$ cat config.mk
export PLATFORM = sky130hd
export DESIGN_NAME = decoder_2x4_hold
export DESIGN_NICKNAME = d
export VERILOG_FILES = /design/src/rtl/decoder_2x4_hold.sv
export SDC_FILE = /design/constraint.sdc
export NUM_CORES = 1
export LEC_CHECK = 0
export ABC_AREA = 1
export BUFFER_PORTS_ARGS = -buffer_cell sky130_fd_sc_hd__buf_2
export CORE_MARGIN = 2
export CORE_UTILIZATION = 40
export DETAILED_ROUTE_END_ITERATION = 8
export GPL_TIMING_DRIVEN = 0
export SLEW_MARGIN = 30
export SYNTH_ARGS = -nofsm -noshare
export SYNTH_HDL_FRONTEND = slang
export SYNTH_SLANG_ARGS = --single-unit
$ cat constraint.sdc
create_clock -name clk -period 2.8 [get_ports clk]
set_input_delay 0 -clock clk [delete_from_list [all_inputs] [get_ports clk]]
set_output_delay 0 -clock clk [all_outputs]
set_load 0.1 [all_outputs]
$ cat src/rtl/decoder_2x4_hold.sv
// Purpose : 2-to-4 binary-to-one-hot decoder. Each accepted code is held on b
//           for HOLD_CYCLES clocks and then released.
// Latency : a code accepted at edge N is on b after edge N and stays there
//           through edge N+HOLD_CYCLES.
// Backpressure: a_ready is low while a hold is running and rises on the last
//           hold cycle, so back-to-back codes follow with no gap cycle.
//
// Ports:
//   clk      rising-edge clock
//   rst_n    asynchronous active-low reset
//   a_valid  code on a is valid
//   a        2-bit binary code
//   a_ready  combinational: IDLE, or HOLD on its last cycle (hc == 0)
//   b        registered one-hot output
//   b_valid  b currently carries a decoded value
//   done     one-cycle pulse after each hold period ends
//   cnt      accepted-code counter, wraps modulo 2^CNT_W
//
// Build option: define DEC_ACTIVE_LOW_EN for an active-low b (idle 4'b1111).
// The inverted value is stored in the output register itself, so b has no
// combinational stage after the flop.

module decoder_2x4_hold #(
  parameter int unsigned HOLD_CYCLES = 4,
  parameter int unsigned CNT_W       = 8
) (
  input  logic             clk,
  input  logic             rst_n,
  input  logic             a_valid,
  input  logic [1:0]       a,
  output logic             a_ready,
  output logic [3:0]       b,
  output logic             b_valid,
  output logic             done,
  output logic [CNT_W-1:0] cnt
);

  // hc only ever holds HOLD_CYCLES-1; keep at least one bit so HOLD_CYCLES=1
  // still elaborates (hc is then stuck at zero).
  localparam int unsigned HC_W = (HOLD_CYCLES > 1) ? $clog2(HOLD_CYCLES) : 1;
  localparam logic [HC_W-1:0] HC_LOAD = HC_W'(HOLD_CYCLES - 1);

`ifdef DEC_ACTIVE_LOW_EN
  localparam logic [3:0] B_IDLE = 4'b1111;
`else
  localparam logic [3:0] B_IDLE = 4'b0000;
`endif

  typedef enum logic {
    IDLE = 1'b0,
    HOLD = 1'b1
  } state_t;

  state_t          state;
  logic [HC_W-1:0] hc;
  logic            accept;
  logic            last_hold;

  // Value to load into the b register for a given code, already in the
  // polarity b is driven with.
  function automatic logic [3:0] decode(input logic [1:0] code);
    logic [3:0] onehot;
    onehot = 4'b0001 << code;
`ifdef DEC_ACTIVE_LOW_EN
    return ~onehot;
`else
    return onehot;
`endif
  endfunction

  // hc is zero in IDLE as well, but the state term keeps the intent explicit.
  assign last_hold = (state == HOLD) && (hc == '0);
  assign a_ready   = (state == IDLE) || last_hold;
  assign accept    = a_valid && a_ready;

  always_ff @(posedge clk or negedge rst_n) begin
    if (!rst_n) begin
      state   <= IDLE;
      hc      <= '0;
      b       <= B_IDLE;
      b_valid <= 1'b0;
      done    <= 1'b0;
      cnt     <= '0;
    end else begin
      // Every hold period ends on a last_hold cycle, whether or not the next
      // code is loaded straight away, so done follows it by one clock.
      done <= last_hold;

      if (accept) begin
        state   <= HOLD;
        hc      <= HC_LOAD;
        b       <= decode(a);
        b_valid <= 1'b1;
        cnt     <= cnt + CNT_W'(1);
      end else if ((state == HOLD) && (hc != '0)) begin
        hc <= hc - HC_W'(1);
      end else begin
        // IDLE with nothing offered, or the last hold cycle with no follow-up.
        state   <= IDLE;
        hc      <= '0;
        b       <= B_IDLE;
        b_valid <= 1'b0;
      end
    end
  end

endmodule

==> results.yml, run 1 <==
sta:
  finClkSkew_ps: 4.50
  final-hold-violation-count: 0
  clock.fmax_ghz: 0.592
  finalMaxSlewViolations: 0
  timing.final.setup_violations: 0
  period_minus_slack_ps: 1690
  post-route-period-util_pct: 60.3
  timing_worst_slew_pin_value_ps: 488
  tns_ps: 0
  setup_repair_after_global_routing_missed_its_margin: "false"
  worst_slew_margin_rel_pct: 67.7
logic_synthesis:
  post-synth-top-area-cell: "sky130_fd_sc_hd__dfrtp_1"
  syn_avg_cell_area_sq_um: 9.61
  synth-edff-count: 0
  synth_seq_area_share_pct: 55.6
  ys.flop_type: "sky130_fd_sc_hd__dfrtp_1"
  netlist_instances: 75
  ys_top_cells_by_area: "sky130_fd_sc_hd__dfrtp_1, sky130_fd_sc_hd__nand2_1, sky130_fd_sc_hd__inv_1"
  syn-num-nets: 82
  synthesized_area_sq_um: 721
  synth_top_family_by_area: "simple AND/OR/NAND/NOR gates"
  yosys.area_share.adder_pct: 3.47
  synthSimpleGateAreaFrac_pct: 22.9
  post-synth-top-area-fraction_pct: 55.6
  yosys-top-cells-count: "sky130_fd_sc_hd__nand2_1, sky130_fd_sc_hd__dfrtp_1, sky130_fd_sc_hd__inv_1, sky130_fd_sc_hd__nand3_1, sky130_fd_sc_hd__o31ai_1"
  synth.most_common_cell: "sky130_fd_sc_hd__nand2_1"
  synth.area.mux_share_pct: 0
  post_synth_num_cell_types: 16
  yosys_warnings: 0
  synth-compound-area-share_pct: 6.42
  synth_xor_area_share_pct: 4.86
  ys_ff_latch: 16
  asyncSetResetFlopFracSynth_pct: 100
clock_network:
  clk_latency_ps: 280
  path_clk_slew_ps: 90
  number_of_buffers_added_by_the_clock_tree_synthesis_step: 3
  tritoncts: "done"
  post_cts_resize_count: 0
  clockRootBuffer: "sky130_fd_sc_hd__clkbuf_4"
  cts_sinks: 16
  max_root_sink_buffers: 2
  cts_htree_levels: 1
route:
  detail_route.wl_per_cell_microns: 10.1
  drc: 0
  route.antenna.remaining_nets: 0
  viasPerCell: 4.41
  routed_wirelength_microns: 1290
  routed-via-count: 560
  drt-initial-drc-count: 5
  drt-pass1-iter-count: 4
global_route:
  grt-ovfl-total: 0
  grt_start_max_net_pins: 17
  grtUsageTotal_pct: 14.6
  grt_first_pass_wirelength_microns: 2040
  antenna_violations_before_repair: 0
  first_global_vias: 459
worst_setup_path:
  timing.critical_path.from_type: "flip-flop"
  critical_path.cell_chain: "inv_1, ha_1, inv_2, nand2_4, nand2_4, o31ai_1, dlygate4sd3_1"
  worst_path_largest_cell_delay_ps: 570
  ff2ff_setup_slack_ps: 1110
  worstPathRequired_ps: 3020
  crit_top_cell: "sky130_fd_sc_hd__nand2_4"
  endpoint_kind: "flip-flop"
  path_max_fanout: 9
  timing.critical_path.slowest_stage_cell: "sky130_fd_sc_hd__dlygate4sd3_1"
  cp_data_arrival_time_ps: 1910
  criticalPathCategory: "flip-flop to flip-flop"
finish:
  cell_count_final_fillers_out: 127
  number_of_antenna_cells_inserted: 0
  final_area_sq_um: 920
  final_nets: 111
  syn2layout_area_growth_pct: 27.6
  drive_gt1_share_pct: 27.5
place:
  placed_cells_incl_taps: 119
  routabilityCongestion: 0.694
  post-dp-hpwl_microns: 908
  place.port_buffers: 19
  post_dp_cell_area_sq_um: 847
die:
  num_rows: 15
  floorplan.initialDensity_pct: 42.2
  die_y_microns: 46.4
  die_span_in_x_microns: 46.4
  area_inside_the_core_boundary_sq_um: 1710
  die_area_sq_um: 2160
  number_of_i_o_pins: 20
worst_hold_path:
  min_path_type: "input pin to asynchronous set/reset pin"
status:
  status: "complete, no violations"
flow_run:
  max_cap_violations: 0
==> stage by stage <==
step	setup slack [ps]	util (%)	hold WS (ps)
floorplan	837	-	-296
global placement	1540	49.6	-67.0
detailed placement	1510	49.6	-61.5
CTS	1130	53.8	163
global route	979	53.8	176
finish	1110	53.8	159
==> registers in the layout (all words and copies together) (netlist names) <==
register  cells
b             4
cnt           8
done          1
hc            2
state         1
==> logic make-up (layout without fill, tap and decap cells) <==
| kind of cell | Yosys count | in the layout |
|---|---|---|
| flip-flops | 16 | 16 |
| AO/OA/AOI/OAI | 6 | 6 |
| adder cells (fa/ha/maj) | 2 | 2 |
| buffers and inverters | 13 | 40 |
| AND/OR/NAND/NOR | 34 | 34 |
| XOR/XNOR | 4 | 4 |
==> layer usage <==
| metal | share of wire, % | track usage [%] |
|---|---|---|
| met3 | 3.7 | 5.88 |
| met1 | 49 | 19.1 |
| met2 | 46 | 19.2 |
| met4 | 1.4 | 10.3 |
| met5 | 0 | 0 |
==> final timing paths <==
kind | endpoint | startpoint | depth (start not counted)
hold reg to reg | b[3] | b[3] | 2
max in group asynchronous | b[0] | rst_n | 2
min in group clk | b[2] | a[0] | 3
setup / recovery | b[0] | hc[0] | 7
setup reg to reg | b[0] | hc[0] | 7
hold / removal | cnt[7] | rst_n | 2
==> layout by cell type, fill, tap and decap left out, drive strengths merged <==
cell / synthesis / layout
a21boi: 1 / 1
a21oi: 1 / 1
buf: 0 / 19
clkbuf: 0 / 3
dfrtp: 16 / 16
dlygate4sd3: 0 / 5
ha: 2 / 2
inv: 13 / 13
nand2: 25 / 25
nand3: 4 / 4
nand3b: 2 / 2
nor2: 3 / 3
o31ai: 4 / 4
xnor2: 2 / 2
xor2: 2 / 2
==> layout make-up <==
| class | instances | area (sq um) |
|---|---|---|
| Tap cell | 25 | 31.3 |
| Timing Repair Buffer | 24 | 145 |
| Multi-Input combinational cell | 46 | 272 |
| Clock buffer | 3 | 22.5 |
| Inverter | 13 | 48.8 |
| Fill cell | 164 | 788 |
| Sequential cell | 16 | 400 |
==> repair_timing <==
action	in CTS	in global routing
hold buffers	5	0
buffers inserted	0	0
hold endpoints to repair	21	0
==> worst max-delay path, delay by kind of cell (launching register included) <==
kind | cells | cell delay, ps
AO/OA/AOI/OAI | 1 | 200
flip-flops | 1 | 370
buffers and inverters | 3 | 700
adder cells (fa/ha/maj) | 1 | 180
AND/OR/NAND/NOR | 2 | 170
Power of run 1 is not shown: default switching activity piles up to over one toggle a cycle in this logic, so the estimate is an artifact.
==> run 2: changes to the inputs <==
--- a/config.mk
+++ b/config.mk
@@ -5,7 +5,7 @@
 export SDC_FILE = /design/constraint.sdc
 export NUM_CORES = 1
 export LEC_CHECK = 0
-export ABC_AREA = 1
+export ABC_AREA = 0
 export BUFFER_PORTS_ARGS = -buffer_cell sky130_fd_sc_hd__buf_2
 export CORE_MARGIN = 2
 export CORE_UTILIZATION = 40
==> constraint.sdc (replaced) <==
create_clock -name clk -period 1.6 [get_ports clk]
set_input_delay 0 -clock clk [delete_from_list [all_inputs] [get_ports clk]]
set_output_delay 0 -clock clk [all_outputs]
set_load 0.1 [all_outputs]
==> run 2 against run 1 <==
Against the previous run: global-route usage is 1.2 points lower; synthesized cell count is 21% lower; utilization is 1.6 points lower; first-iteration DRC count is 80% lower; non-clock buffer count is 1 lower; hold slack worse by 120 ps; critical path depth is 1 lower; sequential share of layout area is 3.5 points higher; cell count is 20% lower; register-to-register slack worse by 900 ps; critical endpoint is now a_ready.
==> results.yml, run 2 <==
finish:
  number_of_antenna_cells_inserted: 0
  reg_top3: "cnt: 8 flops, b: 4 flops, hc: 2 flops"
  syn2layout_area_growth_pct: 25.6
  largest_register_ffs: 8
  drive_gt1_share_pct: 44.0
  layout.cells.most_common: "sky130_fd_sc_hd__buf_2"
  mostFrequentLayoutCells: "sky130_fd_sc_hd__buf_2, sky130_fd_sc_hd__dfrtp_1, sky130_fd_sc_hd__dfrtp_2"
  regMostFlops: "cnt"
  final_nets: 92
logic_synthesis:
  syn_avg_cell_area_sq_um: 11.8
  post-synth-top-area-cell: "sky130_fd_sc_hd__dfrtp_1"
  post-synth-top-area-fraction_pct: 57.7
  syn-num-nets: 66
  netlist_instances: 59
  asyncSetResetFlopFracSynth_pct: 100
  ys.flop_type: "sky130_fd_sc_hd__dfrtp_1"
  synth-edff-count: 0
  synth_seq_area_share_pct: 57.7
  synth.most_common_cell: "sky130_fd_sc_hd__dfrtp_1"
  yosys_warnings: 0
  post_synth_num_cell_types: 20
  synthesized_area_sq_um: 694
  ys_ff_latch: 16
  ys_top_cells_by_area: "sky130_fd_sc_hd__dfrtp_1, sky130_fd_sc_hd__xnor2_1, sky130_fd_sc_hd__ha_1"
  yosys-top-cells-count: "sky130_fd_sc_hd__dfrtp_1, sky130_fd_sc_hd__xnor2_1, sky130_fd_sc_hd__nand2_1, sky130_fd_sc_hd__o21ai_0, sky130_fd_sc_hd__nand4_1"
die:
  floorplan.initialDensity_pct: 41.6
  die_y_microns: 45.7
  die_span_in_x_microns: 45.7
  die_area_sq_um: 2090
  number_of_i_o_pins: 20
  area_inside_the_core_boundary_sq_um: 1670
  num_rows: 15
route:
  viasPerCell: 4.78
  detail_route.wl_per_cell_microns: 11.5
  drt-initial-drc-count: 1
  top_layer_used: "met4"
  drt-pass1-iter-count: 2
  routed_wirelength_microns: 1160
  routed_length_on_met2_microns: 520
  route.antenna.remaining_nets: 0
  drc: 0
  routed-via-count: 483
  wl_met1_microns: 590
  routed-wl-met3_microns: 35
worst_setup_path:
  path_max_fanout: 10
  cp_data_arrival_time_ps: 1440
  endpoint_kind: "output port"
  timing.critical_path.from_type: "flip-flop"
  worstReg2RegStart: "hc[0]"
  criticalPathCategory: "flip-flop to output port"
  worstPathRequired_ps: 1600
  critPathLaunch: "hc[0]"
clock_network:
  clockRootBuffer: "sky130_fd_sc_hd__clkbuf_4"
  path_clk_slew_ps: 80
  number_of_buffers_added_by_the_clock_tree_synthesis_step: 3
  max_root_sink_buffers: 2
  clk_latency_ps: 280
  cts_sinks: 16
  tritoncts: "done"
  cts_htree_levels: 1
place:
  preCtsSetupSlack_ps: 158
  post-dp-hpwl_microns: 863
  place.port_buffers: 18
  routabilityCongestion: 0.756
global_route:
  grt_first_pass_wirelength_microns: 1930
  first_global_vias: 435
  antenna_violations_before_repair: 0
  grt_start_max_net_pins: 17
  grt-ovfl-total: 0
  grtUsageTotal_pct: 13.4
sta:
  timing_worst_slew_pin_value_ps: 485
  final_worst_slack_ps: 155
  finalMaxSlewViolations: 0
  timing.final.setup_violations: 0
  period_minus_slack_ps: 1440
  finClkSkew_ps: 10.7
  tns_ps: 0
  setup_repair_after_global_routing_missed_its_margin: "false"
  worst_slew_margin_rel_pct: 67.9
  final-hold-violation-count: 0
  post-route-period-util_pct: 90.3
  clock.fmax_ghz: 0.692
flow_run:
  max_cap_violations: 0
status:
  status: "complete, no violations"
worst_hold_path:
  hp-start: "a[0]"
  min_path_type: "input pin to flip-flop"
## run 2: metal layers
metal | vias up | GRT usage (%)
li1 | 248 | -
met1 | 225 | 19.4
met2 | 8 | 18.0
met3 | 2 | 3.57
met4 | 0 | 7.06
met5 | - | 0
## run 2: stage by stage
step | util (%) | cell area [sq um] | hold slack (ps) | std cells
after CTS | 51.8 | 865 | 29.7 | 100
after global routing | 52.2 | 872 | 66.6 | 101
after global placement | 48.8 | 816 | -70.4 | 94
after detailed placement | 48.8 | 816 | -72.5 | 94
final | 52.2 | 872 | 34.6 | 101
after floorplan | - | 704 | -296 | 59
## run 2: layout make-up
cell class,count,area (sq um)
fillers,158,798
flip-flops and latches,16,410
multi-input cells,37,263
repair buffers,21,120
clock buffers,4,26.3
well taps,17,21.3
plain buffers,2,16.3
inverters,4,15.0
## run 2: repair_timing
action,CTS,global route
endpoints found under the hold margin,18,0
hold buffers,2,0
setup buffers,0,1
resized for setup,1,0
setup endpoints to repair,1,1
## run 2: cell families (layout without fill, tap and decap cells)
kind of cell               count (synthesis)  count (layout)  synth area share, %
xor gates and xnor gates                   7               7                 8.83
and+or+nand+nor                           21              21                 19.1
DFF                                       16              16                 57.7
AOI/OAI and AO/OA                          6               6                 4.68
adders and majority gates                  2               2                 3.60
muxes                                      1               1                 1.62
buffers and inverters                      6              31                 4.50
## run 2: worst paths after layout
path,cells after the start,to,slack [ps]
min in group asynchronous,2,cnt[7],150
max,6,a_ready,160
max in group asynchronous,2,cnt[0],1170
min,3,b[2],30
max reg2reg,6,cnt[1],210
min reg2reg,1,hc[0],470
## run 2: critical path, cell delays in order (launching register included)
cell,delay (ps)
sky130_fd_sc_hd__dfrtp_1,380
sky130_fd_sc_hd__inv_1,60
sky130_fd_sc_hd__ha_1,190
sky130_fd_sc_hd__nor2b_4,60
sky130_fd_sc_hd__inv_2,60
sky130_fd_sc_hd__buf_6,120
sky130_fd_sc_hd__buf_4,290
Power of run 2 is left out for the same reason.
==> run 3: changes to the inputs <==
--- a/config.mk
+++ b/config.mk
@@ -7,10 +7,14 @@
 export LEC_CHECK = 0
 export ABC_AREA = 0
 export BUFFER_PORTS_ARGS = -buffer_cell sky130_fd_sc_hd__buf_2
+export CAP_MARGIN = 0
+export CELL_PAD_IN_SITES_DETAIL_PLACEMENT = 0
+export CELL_PAD_IN_SITES_GLOBAL_PLACEMENT = 1
 export CORE_MARGIN = 2
-export CORE_UTILIZATION = 40
+export CORE_UTILIZATION = 37
 export DETAILED_ROUTE_END_ITERATION = 8
 export GPL_TIMING_DRIVEN = 0
+export PLACE_DENSITY_LB_ADDON = 0.1
 export SLEW_MARGIN = 30
 export SYNTH_ARGS = -nofsm -noshare
 export SYNTH_HDL_FRONTEND = slang
==> run 3 against run 2 <==
Against the previous run: clock-buffer cell count did not move; maximum frequency fell by 2.7%; cell count rose by 7.9%; flip-flop and latch count did not move; via count rose by 0.41%; utilization fell by 1.1 points; sequential share of layout area fell by 1.1 points; die area rose by 7.4%; worst setup slack got worse by 40 ps; non-clock buffer count did not move; critical path depth did not move.
==> results.yml, run 3 (same netlist as run 2, synthesis figures left out) <==
status:
  status: "complete, no violations"
clock_network:
  cts_sinks: 16
  path_clk_slew_ps: 90
  max_root_sink_buffers: 2
  cts_htree_levels: 1
  clockRootBuffer: "sky130_fd_sc_hd__clkbuf_4"
  clk_latency_ps: 290
  tritoncts: "done"
  number_of_buffers_added_by_the_clock_tree_synthesis_step: 3
die:
  die_y_microns: 47.3
  die_area_sq_um: 2240
  die_span_in_x_microns: 47.3
  number_of_i_o_pins: 20
  area_inside_the_core_boundary_sq_um: 1750
  num_rows: 15
  floorplan.initialDensity_pct: 39.8
finish:
  final_nets: 92
  syn2layout_area_growth_pct: 28.5
  mostFrequentLayoutCells: "sky130_fd_sc_hd__buf_2, sky130_fd_sc_hd__dfrtp_1, sky130_fd_sc_hd__dfrtp_2"
  number_of_antenna_cells_inserted: 0
  drive_gt1_share_pct: 45.2
  layout.cells.most_common: "sky130_fd_sc_hd__buf_2"
  reg_top3: "cnt: 8 flops, b: 4 flops, hc: 2 flops"
  largest_register_ffs: 8
  regMostFlops: "cnt"
sta:
  post-route-period-util_pct: 92.8
  finClkSkew_ps: 4.07
  clock.fmax_ghz: 0.674
  finalMaxSlewViolations: 0
  setup_repair_after_global_routing_missed_its_margin: "false"
  tns_ps: 0
  timing_worst_slew_pin_value_ps: 487
  period_minus_slack_ps: 1480
  timing.final.setup_violations: 0
  worst_slew_margin_rel_pct: 67.7
  final-hold-violation-count: 0
worst_setup_path:
  worstReg2RegStart: "hc[0]"
  cp_data_arrival_time_ps: 1480
  timing.critical_path.from_type: "flip-flop"
  r2r-end: "cnt[1]"
  ff2ff_setup_slack_ps: 210
  path_max_fanout: 10
  endpoint_kind: "output port"
  critical_path.endpoint: "a_ready"
  criticalPathCategory: "flip-flop to output port"
  ff2ff_path_depth: 6
  worstPathRequired_ps: 1600
  critPathLaunch: "hc[0]"
worst_hold_path:
  min_path_type: "input pin to flip-flop"
global_route:
  antenna_violations_before_repair: 0
  grt_first_pass_wirelength_microns: 2040
  grtUsageTotal_pct: 13.3
  grt-ovfl-total: 0
  first_global_vias: 461
  grt_start_max_net_pins: 17
place:
  place.port_buffers: 18
  post-dp-hpwl_microns: 872
  routabilityCongestion: 0.674
route:
  route.antenna.remaining_nets: 0
  routed_wirelength_microns: 1200
  drc: 0
  routed-via-count: 485
  viasPerCell: 4.45
  drt-initial-drc-count: 4
  drt-pass1-iter-count: 4
  detail_route.wl_per_cell_microns: 11.0
flow_run:
  max_cap_violations: 0
## run 3: cell counts in the layout (fill, tap and decap cells not counted)
No cell type changed its count.
## run 3: worst max-delay path, cell delays in order, from the launching register on
cell	delay, ps
sky130_fd_sc_hd__dfrtp_1	390
sky130_fd_sc_hd__inv_1	60
sky130_fd_sc_hd__ha_1	200
sky130_fd_sc_hd__nor2b_4	60
sky130_fd_sc_hd__inv_2	60
sky130_fd_sc_hd__buf_6	130
sky130_fd_sc_hd__buf_4	290
## run 3: how the worst min path moves through the flow
stage / startpoint / endpoint / slack, ps / cells past startpoint
global placement: rst_n / hc[1] / -70 / 1
floorplan: rst_n / b[0] / -300 / 0
CTS: a[0] / b[0] / 0.3 / 3
finish: a[0] / b[2] / 10 / 3
detailed placement: rst_n / hc[1] / -70 / 1
global route: a[0] / b[0] / 5 / 3
## run 3: layout make-up
type / count / area, sq um
Fill cell: 179 / 853
Inverter: 4 / 15.0
Multi-Input combinational cell: 37 / 263
Tap cell: 25 / 31.3
Clock buffer: 4 / 36.3
Sequential cell: 16 / 410
Timing Repair Buffer: 21 / 120
Buffer: 2 / 16.3
## run 3: timing repair
action,CTS,global route
buffers inserted,0,1
hold buffers,2,0
gates resized for setup,1,0
endpoints found under the setup margin,1,1
endpoints found under the hold margin,20,0
gates cloned,0,0
## run 3: metal layers
layer,vias to the layer above,GRT usage [%],wire length [microns]
met2,12,18.1,521
met5,-,0,0
met1,221,19.4,604
met3,2,5.77,68
li1,250,-,-
met4,0,3.33,6
## run 3: through the flow
step | hold WS, ps | instances | worst slack (ps) | utilization, % | area, sq um
after floorplan | -296 | 59 | 41.8 | - | 704
after CTS | 0.252 | 108 | 27.7 | 50.7 | 885
after global placement | -67.1 | 102 | 137 | 47.3 | 826
after global routing | 4.72 | 109 | 27.3 | 51.1 | 892
after detailed placement | -67.8 | 102 | 131 | 47.3 | 826
final | 10.6 | 109 | 115 | 51.1 | 892
Power of run 3 is left out for the same reason.
